<file path="src/rtl/list_walker.sv">
// rtl/list_walker.sv - linked-list traversal sequencer producing payload sum and node count
// Each node takes two busy cycles: one to read the payload, one to read the next pointer.
module list_walker #(
  parameter int DATA_WIDTH = 32,
  parameter int MAX_NODES  = 1024,
  parameter int CNT_WIDTH  = 16
) (
  input  logic                  clk,
  input  logic                  rst_n,
  input  logic                  start,
  input  logic [DATA_WIDTH-1:0] head_addr,
  input  logic                  abort,
  output logic [DATA_WIDTH-1:0] mem_addr,
  input  logic [DATA_WIDTH-1:0] mem_data,
  output logic                  busy,
  output logic                  done,
  output logic                  err,
  output logic [CNT_WIDTH-1:0]  node_count,
  output logic [DATA_WIDTH-1:0] sum
);

  localparam logic [1:0] S_IDLE    = 2'd0;
  localparam logic [1:0] S_RD_PAY  = 2'd1;
  localparam logic [1:0] S_RD_NEXT = 2'd2;
  localparam logic [1:0] S_DONE    = 2'd3;

  localparam logic [CNT_WIDTH-1:0] MAX_CNT = CNT_WIDTH'(MAX_NODES);

  logic [1:0]           state;
  logic [CNT_WIDTH-1:0] count_inc;

  assign count_inc = node_count + CNT_WIDTH'(1);

  always_ff @(posedge clk) begin
    if (!rst_n) begin
      state      <= S_IDLE;
      mem_addr   <= '0;
      err        <= 1'b0;
      node_count <= '0;
      sum        <= '0;
    end else begin
      case (state)
        S_IDLE: begin
          if (start) begin
            sum        <= '0;
            node_count <= '0;
            err        <= 1'b0;
            if (head_addr != '0) begin
              mem_addr <= head_addr;
              state    <= S_RD_PAY;
            end else begin
              state <= S_DONE;
            end
          end
        end
        S_RD_PAY: begin
          if (abort) begin
            state <= S_IDLE;
          end else begin
            sum      <= sum + mem_data;
            mem_addr <= mem_addr + DATA_WIDTH'(1);
            state    <= S_RD_NEXT;
          end
        end
        S_RD_NEXT: begin
          if (abort) begin
            state <= S_IDLE;
          end else begin
            node_count <= count_inc;
            // A null pointer wins over the node limit: a list of exactly MAX_NODES is not an error.
            if (mem_data == '0) begin
              state <= S_DONE;
            end else if (count_inc == MAX_CNT) begin
              err   <= 1'b1;
              state <= S_DONE;
            end else begin
              mem_addr <= mem_data;
              state    <= S_RD_PAY;
            end
          end
        end
        default: begin
          state <= S_IDLE;
        end
      endcase
    end
  end

  assign busy = (state == S_RD_PAY) || (state == S_RD_NEXT);
  assign done = (state == S_DONE);

endmodule

</file>
<file path="config.mk">
export PLATFORM = sky130hd
export DESIGN_NAME = list_walker
export DESIGN_NICKNAME = d
export VERILOG_FILES = /design/src/rtl/list_walker.sv
export SDC_FILE = /design/constraint.sdc
export NUM_CORES = 1
export LEC_CHECK = 0
export ABC_AREA = 1
export CAP_MARGIN = 20
export CORE_MARGIN = 5
export CORE_UTILIZATION = 52
export CTS_CLUSTER_SIZE = 14
export DETAILED_ROUTE_END_ITERATION = 6
export MAX_ROUTING_LAYER = met4
export PLACE_DENSITY = 0.82
export SLEW_MARGIN = 20
export SYNTH_ARGS = -nofsm -noshare
export SYNTH_HDL_FRONTEND = slang
export SYNTH_SLANG_ARGS = --single-unit
export TNS_END_PERCENT = 1
</file>
<file path="constraint.sdc">
create_clock -name clk -period 2.6 [get_ports clk]
set_input_delay 0.26 -clock clk [delete_from_list [all_inputs] [get_ports clk]]
set_output_delay 0.26 -clock clk [all_outputs]
set_load 0.02 [all_outputs]
</file>
==> results of run 1 <==
==> per-stage QoR <==
stage          utilization  hold slack (ps)  std cells  area, µm²
2_1_floorplan            -              396       1207       7020
3_3_place_gp         0.666              448       1524       8810
3_5_place_dp         0.666              448       1524       8810
4_1_cts              0.690              461       1540       9140
5_1_grt              0.691              486       1540       9150
6_report             0.691              461       1540       9150
==> placed cells by master, fill, tap and decap left out, types with 2 or more instances in the layout <==
cell type and instances:
o21ai_0 81, nand4_1 20, a22oi_1 5, a21boi_0 12
nor2_4 2, o21bai_1 5, xor2_1 2, or2_2 12
nand2_2 3, o31ai_1 2, clkdlybuf4s50_1 150, inv_1 104
clkinvlp_4 2, dfxtp_1 83, nand2_1 314, nor2_2 5
nor4_1 10, buf_12 2, a21oi_1 144, a21o_1 8
nand3_1 91, ha_1 37, nor2_1 179, o211ai_1 3
inv_2 2, clkbuf_16 9, nand3b_1 6, inv_8 2
bufinv_16 2, o21a_1 5, nor3_1 27, buf_4 25
==> routing by layer <==
metal,GRT usage,up-vias
met2,0.541,449
met4,0.124,0
met3,0.0631,77
li1,-,4330
met5,-,-
met1,0.446,3951
==> power groups by stage <==
stage | combinational, µW | clock, µW | sequential (µW)
2_1_floorplan | 942 | 0 | 1710
3_3_place_gp | 1780 | 0 | 1610
3_5_place_dp | 1800 | 0 | 1610
4_1_cts | 1810 | 1470 | 1580
5_1_grt | 2010 | 1530 | 1600
6_report | 1840 | 1460 | 1590
==> logic make-up (layout without fill, tap and decap cells) <==
| logic type | count (synthesis) | count (layout) | synth area share |
|---|---|---|---|
| flops | 83 | 83 | 0.237 |
| xor+xnor | 2 | 2 | 0.00250 |
| buf+inv | 143 | 300 | 0.0802 |
| fa+ha+maj | 38 | 38 | 0.0688 |
| simple gates | 672 | 672 | 0.405 |
| compound gates | 269 | 269 | 0.207 |
==> cell type report <==
type	count	area share
well taps	176	0.0241
clock buffers	10	0.0250
repair buffers	177	0.189
multi-input cells	981	0.525
flip-flops and latches	83	0.182
inverters	107	0.0445
clock inverters	6	0.0107
==> flip-flops by register name, summed over array words and instances (netlist names) <==
register,flops
state,2
sum,32
err,1
node_count,16
mem_addr,32
==> worst paths after layout <==
kind / from / end / depth (start not counted)
hold / removal: err / err / 2
setup / recovery: node_count[0] / mem_addr[20] / 15
setup reg to reg: node_count[0] / mem_addr[20] / 15
hold reg to reg: err / err / 2
==> Yosys cell counts (all sizes together) <==
| library cell | instances | area share |
|---|---|---|
| a21o | 8 | 0.0086 |
| nand4 | 20 | 0.018 |
| a21boi | 12 | 0.013 |
| ha | 37 | 0.066 |
| a31oi | 1 | 0.00089 |
| o211ai | 3 | 0.0032 |
| a211oi | 1 | 0.0011 |
| nor4 | 10 | 0.0089 |
| a21oi | 144 | 0.10 |
| nand2 | 318 | 0.17 |
| a22oi | 5 | 0.0053 |
| inv | 107 | 0.058 |
| buf | 13 | 0.010 |
| nor3b | 1 | 0.0011 |
| nor3 | 27 | 0.019 |
| or2 | 12 | 0.011 |
| nor2 | 186 | 0.10 |
| o21bai | 5 | 0.0053 |
| o31ai | 2 | 0.0021 |
| o21ai | 82 | 0.058 |
| xor2 | 2 | 0.0025 |
| dfxtp | 83 | 0.24 |
| nand3b | 6 | 0.0064 |
| o22a | 1 | 0.0012 |
| fa | 1 | 0.0029 |
| clkbuf | 23 | 0.012 |
| nand3 | 91 | 0.065 |
| and3 | 1 | 0.00089 |
| o21a | 5 | 0.0053 |
==> worst register-to-register path: stages, from the launching register on <==
cell and delay (ps):
dfxtp_1 340, ha_1 230, nand2_1 140, nor2_4 220, nand3_1 110, nand2_1 90, nand2_1 80, nor2_1 200
nand3_1 150, nor2_2 110, nand2_2 80, nand2_4 140, buf_12 190, nand2_1 80, o21ai_0 90, nor2_1 50
==> results.json, run 1 <==
{
  "status": "finished, final reports clean",
  "critical_path.max_stage_delay_ps": 340,
  "drt-met1-wl_um": 11300,
  "grt_pass1_vias": 8252,
  "grt.total_usage": 0.345,
  "power_density_mw_per_mm2": 534,
  "tns_ps": 0,
  "grt.overflow.total": 0,
  "cts-root-buf": "clkbuf_16",
  "syn-num-nets": 1313,
  "finalHoldViolations": 0,
  "p_clk_frac": 0.300,
  "clk_latency_ps": 360,
  "viasPerCell": 5.72,
  "multi_input_area_mm2": 0.00480,
  "wl_met3_um": 2510,
  "layout-drive-gt1-share": 0.0499,
  "die_x_um": 126,
  "internal_power_uw": 2980,
  "synth_seq_cells": 83,
  "wl_per_cell_um": 17.6,
  "route.met2.wl_um": 12300,
  "yosysSeqAreaShare": 0.237,
  "path_buf_inv": 1,
  "syn_area_mm2": 0.00702,
  "drt_iter0_drc": 1025,
  "dp_hpwl_um": 21400,
  "start_util": 0.530,
  "slew_violations": 0,
  "grt_start_max_net_pins": 48,
  "maxCapViolations": 0,
  "ctsHoldBuffers": 0,
  "dp_slack_ps": 13.5,
  "gp_congestion": 1.05,
  "power_frac_comb": 0.376,
  "cts.sinks": 83,
  "cts.path.max_buffers": 2,
  "nets": 1465,
  "htree_levels": 3,
  "setup_viol": 0,
  "rows": 42,
  "finalClockSkew_ps": 6.80,
  "cp.arrival_ps": 2640,
  "worstPathRequired_ps": 2830,
  "period_needed_ps": 2420,
  "rsz0062_at_grt": "false",
  "antenna_found_initial": 0,
  "postSynthAreaPerCell_um2": 5.82,
  "drt_wl_total_um": 27100,
  "drc_errors": 0,
  "crit_chain": "ha_1, nand2_1, nor2_4, nand3_1, nand2_1, nand2_1, nor2_1, nand3_1, nor2_2, nand2_2, nand2_4, buf_12, nand2_1, o21ai_0, nor2_1",
  "vdd.ir_drop.worst_uv": 351,
  "max_freq_mhz": 414,
  "power_frac_seq": 0.324,
  "fin_ws_ps": 183,
  "top_layer": "met4",
  "die_area_mm2": 0.0159,
  "hold_class": "register to register",
  "num-fill-cells": 1260,
  "slowest_stage": "dfxtp_1",
  "p_leak_uw": 0.00376,
  "register_area_mm2": 0.00166,
  "place.port_buffers": 150,
  "io_pins": 151,
  "end_kind": "register",
  "cpMostUsedCell": "nand2_1",
  "switchingPower_uw": 1900,
  "n_antenna_cell": 0,
  "p_total_uw": 4890,
  "drtPass1Iterations": 5,
  "cts_buffers": 9,
  "startpoint_type": "register",
  "swShare": 0.389,
  "yosysWarnings": 0,
  "criticalPathCategory": "register to register",
  "critPathMaxFanout": 28,
  "routed-via-count": 8807,
  "grt_pass1_wl_um": 43100,
  "crit_family": "simple AND/OR/NAND/NOR gates",
  "syn2layout_area_growth_pct": 30.3,
  "cts_setup_buffers": 0,
  "period_share": 0.930,
  "final_antenna_net_count": 0,
  "max-slew-margin-rel": 0.632,
  "worst-r2r-setup-slack_ps": 180,
  "netlist_instances": 1207,
  "cts_resized": 0,
  "cts_tree": "yes",
  "core_mm2": 0.0132,
  "ys_types": 39,
  "clk_pin_slew_ps": 70,
  "worst_slew_pin_slew_ps": 552,
  "die_h_um": 126
}
Power figures use the tool's default switching activity.
==> inputs of run 2 (changes only) <==
--- a/config.mk
+++ b/config.mk
@@ -6,7 +6,7 @@
 export NUM_CORES = 1
 export LEC_CHECK = 0
 export ABC_AREA = 1
-export CAP_MARGIN = 20
+export CAP_MARGIN = 0
 export CORE_MARGIN = 5
 export CORE_UTILIZATION = 52
 export CTS_CLUSTER_SIZE = 14
==> constraint.sdc (replaced) <==
create_clock -name clk -period 2.6 [get_ports clk]
set_input_delay 0.78 -clock clk [delete_from_list [all_inputs] [get_ports clk]]
set_output_delay 0.78 -clock clk [all_outputs]
set_load 0.02 [all_outputs]
==> results.json, run 2 (same netlist as run 1, synthesis figures left out) <==
{
  "routed-via-count": 9798,
  "num-fill-cells": 1011,
  "antenna_found_initial": 1,
  "final_common_cell": "nand2_1",
  "cts_buffers": 9,
  "worst-r2r-setup-slack_ps": 180,
  "die_area_mm2": 0.0159,
  "layout-drive-gt1-share": 0.157,
  "max_freq_mhz": 377,
  "multi_input_area_mm2": 0.00511,
  "wl_per_cell_um": 18.4,
  "status": "finished with violations",
  "reg2reg_depth": 15,
  "critPathMaxFanout": 4,
  "violations": "setup timing",
  "max-slew-margin-rel": 0.611,
  "drtPass1Iterations": 6,
  "vdd.ir_drop.worst_uv": 295,
  "hold_class": "register to register",
  "clk_pin_slew_ps": 70,
  "grt_pass1_vias": 8895,
  "viasPerCell": 5.89,
  "grt.overflow.total": 0,
  "cts_tree": "yes",
  "cts.path.max_buffers": 2,
  "core_mm2": 0.0132,
  "r2r_start": "node_count[1]",
  "nets": 1588,
  "r2r_end": "mem_addr[20]",
  "grt.total_usage": 0.366,
  "setup_viol": 4,
  "worst_slew_pin_slew_ps": 579,
  "power_density_mw_per_mm2": 495,
  "htree_levels": 3,
  "clk_latency_ps": 360,
  "final_antenna_net_count": 0,
  "dp_hpwl_um": 23000,
  "reg.largest.list": "mem_addr (32), sum (32), node_count (16)",
  "maxCapViolations": 0,
  "worstPathRequired_ps": 2840,
  "worstHoldStart": "err",
  "die_h_um": 126,
  "rsz0062_at_grt": "true",
  "start_util": 0.530,
  "syn2layout_area_growth_pct": 48.2,
  "dp_slack_ps": -518,
  "place.port_buffers": 150,
  "cts-root-buf": "clkbuf_16",
  "drc_errors": 0,
  "drt_wl_total_um": 30600,
  "fin_ws_ps": -52.4,
  "min_path_cells": 2,
  "io_pins": 151,
  "finalHoldViolations": 0,
  "cts.sinks": 83,
  "criticalPathCategory": "input port to register",
  "period_share": 1.02,
  "finalClockSkew_ps": 8.18,
  "period_needed_ps": 2650,
  "grt_start_max_net_pins": 55,
  "hold_slack_ps": 479,
  "die_x_um": 126,
  "end_kind": "register",
  "register_area_mm2": 0.00166,
  "startpoint_type": "input port",
  "drt_iter0_drc": 1274,
  "holdPathEnd": "err",
  "cp.arrival_ps": 2890,
  "layout_common_cells": "310 x nand2_1, 178 x nor2_1, 146 x buf_4",
  "rows": 42,
  "gp_congestion": 1.05,
  "grt_pass1_wl_um": 45800,
  "slew_violations": 0,
  "p_leak_uw": 0.00445
}
run 2: cell types whose count changed in the layout (fill, tap and decap cells not counted), sizes merged:
cell,before,now
dlymetal6s2s,0,12
dlygate4sd2,0,4
bufinv,2,1
buf,27,150
clkinvlp,2,3
clkdlybuf4s50,150,134
diode,0,1
run 2: metrics by stage:
stage | setup TNS (ps) | util | instances | power [µW] | area, µm²
floorplan | 0 | - | 1207 | 2650 | 7020
global placement | -17960 | 0.736 | 1645 | 3600 | 9750
CTS | 0 | 0.762 | 1661 | 5000 | 10100
finish | -87.7 | 0.786 | 1664 | 5150 | 10400
detailed placement | -20800 | 0.736 | 1645 | 3640 | 9750
global route | -685 | 0.786 | 1664 | 5380 | 10400
run 2: where the power goes:
group	leakage (µW)	switching [µW]	internal, µW
combinational	0.00363	1230	949
clock	0.000137	620	757
sequential	0.000680	198	1400
total	0.00445	2050	3110
run 2: area by class of cell:
class	instances	area share
Multi-Input combinational cell	981	0.491
Clock inverter	6	0.00697
Timing Repair Buffer	300	0.260
Clock buffer	10	0.0220
Tap cell	176	0.0212
Sequential cell	83	0.160
Inverter	107	0.0391
Antenna cell	1	0.000240
run 2: per-layer routing:
layer,share of wire,up-vias,GRT usage
met2,0.45,692,0.582
met1,0.39,4372,0.461
met4,0.054,0,0.139
li1,-,4575,-
met5,0,-,-
met3,0.11,159,0.0724
run 2: worst max-delay path, cell delays in order:
cell	delay [ps]
clkdlybuf4s50_1	450
ha_1	350
nand2_1	110
nor2_1	190
inv_1	90
nor3_1	200
nand2_1	110
nand2_2	120
a21oi_1	90
or2_2	280
nand3_1	70
a21oi_1	50
run 2: worst max-delay path by stage:
| stage | slack [ps] | end | startpoint |
|---|---|---|---|
| after floorplan | 200 | sum[14] | mem_data[0] |
| after global placement | -440 | sum[12] | mem_data[0] |
| after detailed placement | -520 | sum[25] | mem_data[2] |
| after CTS | 7 | sum[12] | mem_data[7] |
| after global routing | -110 | sum[23] | mem_data[14] |
| final | -50 | sum[23] | mem_data[14] |
run 2: repair_timing:
item	4_1_cts	5_1_grt
buffers inserted	0	2
pin swaps	1	7
resized for setup	12	58
setup endpoints to repair	18	54
hold buffers	0	0
==> inputs of run 3 (changes only) <==
--- a/config.mk
+++ b/config.mk
@@ -7,7 +7,7 @@
 export LEC_CHECK = 0
 export ABC_AREA = 1
 export CAP_MARGIN = 0
-export CORE_MARGIN = 5
+export CORE_MARGIN = 4
 export CORE_UTILIZATION = 52
 export CTS_CLUSTER_SIZE = 14
 export DETAILED_ROUTE_END_ITERATION = 6
==> results.json, run 3 (same netlist as run 1, synthesis figures left out) <==
{
  "drc_errors": 0,
  "place.port_buffers": 150,
  "maxCapViolations": 0,
  "final_common_cell": "nand2_1",
  "busiest_layer": "met2",
  "power_frac_comb": 0.417,
  "htree_levels": 3,
  "worst_slew_pin_slew_ps": 553,
  "rsz0062_at_grt": "true",
  "cp.arrival_ps": 2900,
  "path_buf_inv": 3,
  "reg.largest.list": "mem_addr (32), sum (32), node_count (16)",
  "period_needed_ps": 2670,
  "rows": 42,
  "ctsHoldBuffers": 0,
  "die_x_um": 124,
  "end_kind": "register",
  "syn2layout_area_growth_pct": 49.7,
  "layout_common_cells": "308 x nand2_1, 176 x nor2_1, 150 x buf_4",
  "fin_ws_ps": -72.4,
  "max-slew-margin-rel": 0.630,
  "grt_util_met3": 0.0654,
  "core_mm2": 0.0132,
  "routed-via-count": 9865,
  "start_util": 0.530,
  "p_clk_frac": 0.281,
  "vdd.ir_drop.worst_uv": 297,
  "io_pins": 151,
  "clk_pin_slew_ps": 70,
  "drt_iter0_drc": 1296,
  "gp_congestion": 1.08,
  "startpoint": "mem_data[7]",
  "violations": "setup timing",
  "final_antenna_net_count": 0,
  "cts_buffers": 9,
  "slew_violations": 0,
  "critical_path.max_stage_delay_ps": 510,
  "setup_viol": 5,
  "internal_power_uw": 3230,
  "slowest_stage": "clkdlybuf4s50_1",
  "cpMostUsedCell": "nand2_1",
  "r2r_start": "node_count[0]",
  "antenna_found_initial": 0,
  "n_antenna_cell": 0,
  "max_freq_mhz": 374,
  "power_density_mw_per_mm2": 503,
  "grt.total_usage": 0.384,
  "finalHoldViolations": 0,
  "grt.overflow.total": 0,
  "hold_class": "register to register",
  "grt_start_max_net_pins": 35,
  "cts_setup_buffers": 0,
  "critPathMaxFanout": 5,
  "startpoint_type": "input port",
  "num-fill-cells": 987,
  "finalClockSkew_ps": 8.84,
  "met2_usage": 0.611,
  "hold_slack_ps": 454,
  "layout-drive-gt1-share": 0.164,
  "nets": 1593,
  "dp_hpwl_um": 22600,
  "die_area_mm2": 0.0154,
  "met1_usage": 0.485,
  "dp.cells": 1650,
  "die_h_um": 124,
  "viasPerCell": 5.91,
  "drtPass1Iterations": 5,
  "final_util": 0.793,
  "power_frac_seq": 0.303,
  "cts-root-buf": "clkbuf_16",
  "cts.sinks": 83,
  "wl_per_cell_um": 18.5,
  "crit_chain": "clkdlybuf4s50_1, ha_4, nand2_1, o21ai_1, inv_1, nand2_1, inv_1, o21ai_1, nand3_1, nand2_1, nand2_1, nand3_1, a21oi_1",
  "worstHoldStart": "err",
  "final_cells": 1668,
  "criticalPathCategory": "input port to register",
  "period_share": 1.03,
  "grt_pass1_vias": 8641,
  "p_leak_uw": 0.00454,
  "status": "finished with violations",
  "switchingPower_uw": 2050,
  "cts_tree": "yes",
  "clk_latency_ps": 360,
  "swShare": 0.388,
  "grt_pass1_wl_um": 44500,
  "crit_family": "simple AND/OR/NAND/NOR gates",
  "worstPathRequired_ps": 2830,
  "cts.path.max_buffers": 2,
  "drt_wl_total_um": 30900
}
==> run 3: changes by cell type in the layout (fill, tap and decap cells not counted), moves of 3 or more <==
cell,delta
buf_4,+4
dlymetal6s2s_1,+4
nor4_1,-3
nor4_2,+3
==> run 3: routing by layer <==
layer	wire length, µm	part of all wire	vias up
met4	1490	0.048	0
met3	3260	0.11	141
li1	-	-	4584
met5	0	0	-
met1	12000	0.39	4459
met2	14100	0.46	681
==> run 3: worst paths after layout <==
kind,slack [ps],cells past startpoint,to
worst max-delay path,-70,13,sum[16]
worst min-delay path,450,2,err
worst max register to register,110,15,mem_addr[3]
worst min register to register,450,2,err
==> run 3: area by class of cell <==
type                       count  area [µm²]  area share
multi-input combinational    981        5140       0.489
sequential                    83        1660       0.158
timing repair buffer         305        2750       0.261
clock inverter                 5        85.1     0.00810
clock buffer                  11         243      0.0231
tap                          176         220      0.0210
inverter                     107         409      0.0389
==> run 3: through the flow <==
step	worst slack, ps	total power (µW)	TNS [ps]	cell area (µm²)
4_1_cts	-36.8	5090	-46.8	10100
6_report	-72.4	5280	-166	10500
5_1_grt	-91.1	5510	-740	10500
3_5_place_dp	-583	3620	-21830	9760
2_1_floorplan	198	2650	0	7020
3_3_place_gp	-504	3590	-19270	9760
==> run 3: repair_timing <==
item,CTS,global route
gates cloned,0,2
hold endpoints to repair,0,0
resized for setup,12,69
setup endpoints to repair,21,54
pin swaps,0,10
==> run 3: worst reg2reg max path: stages, from the launching register on <==
cell and delay [ps]:
dfxtp_1 370, ha_2 230, nand2_1 150, nor2_4 270, nand3_1 110, nand2_1 90, nand2_1 110, nor2_1 180
nand3_1 130, nor2_2 110, nand2_2 70, nand2_4 160, buf_6 150, nand2_1 50, o21ai_0 100, nor2_1 80
==> run 3: power groups by stage <==
stage | clock network (µW) | registers [µW] | logic (µW)
final | 1480 | 1600 | 2200
after global routing | 1530 | 1620 | 2370
after CTS | 1470 | 1580 | 2040
after detailed placement | 0 | 1610 | 2020
after global placement | 0 | 1610 | 1990
after floorplan | 0 | 1710 | 942
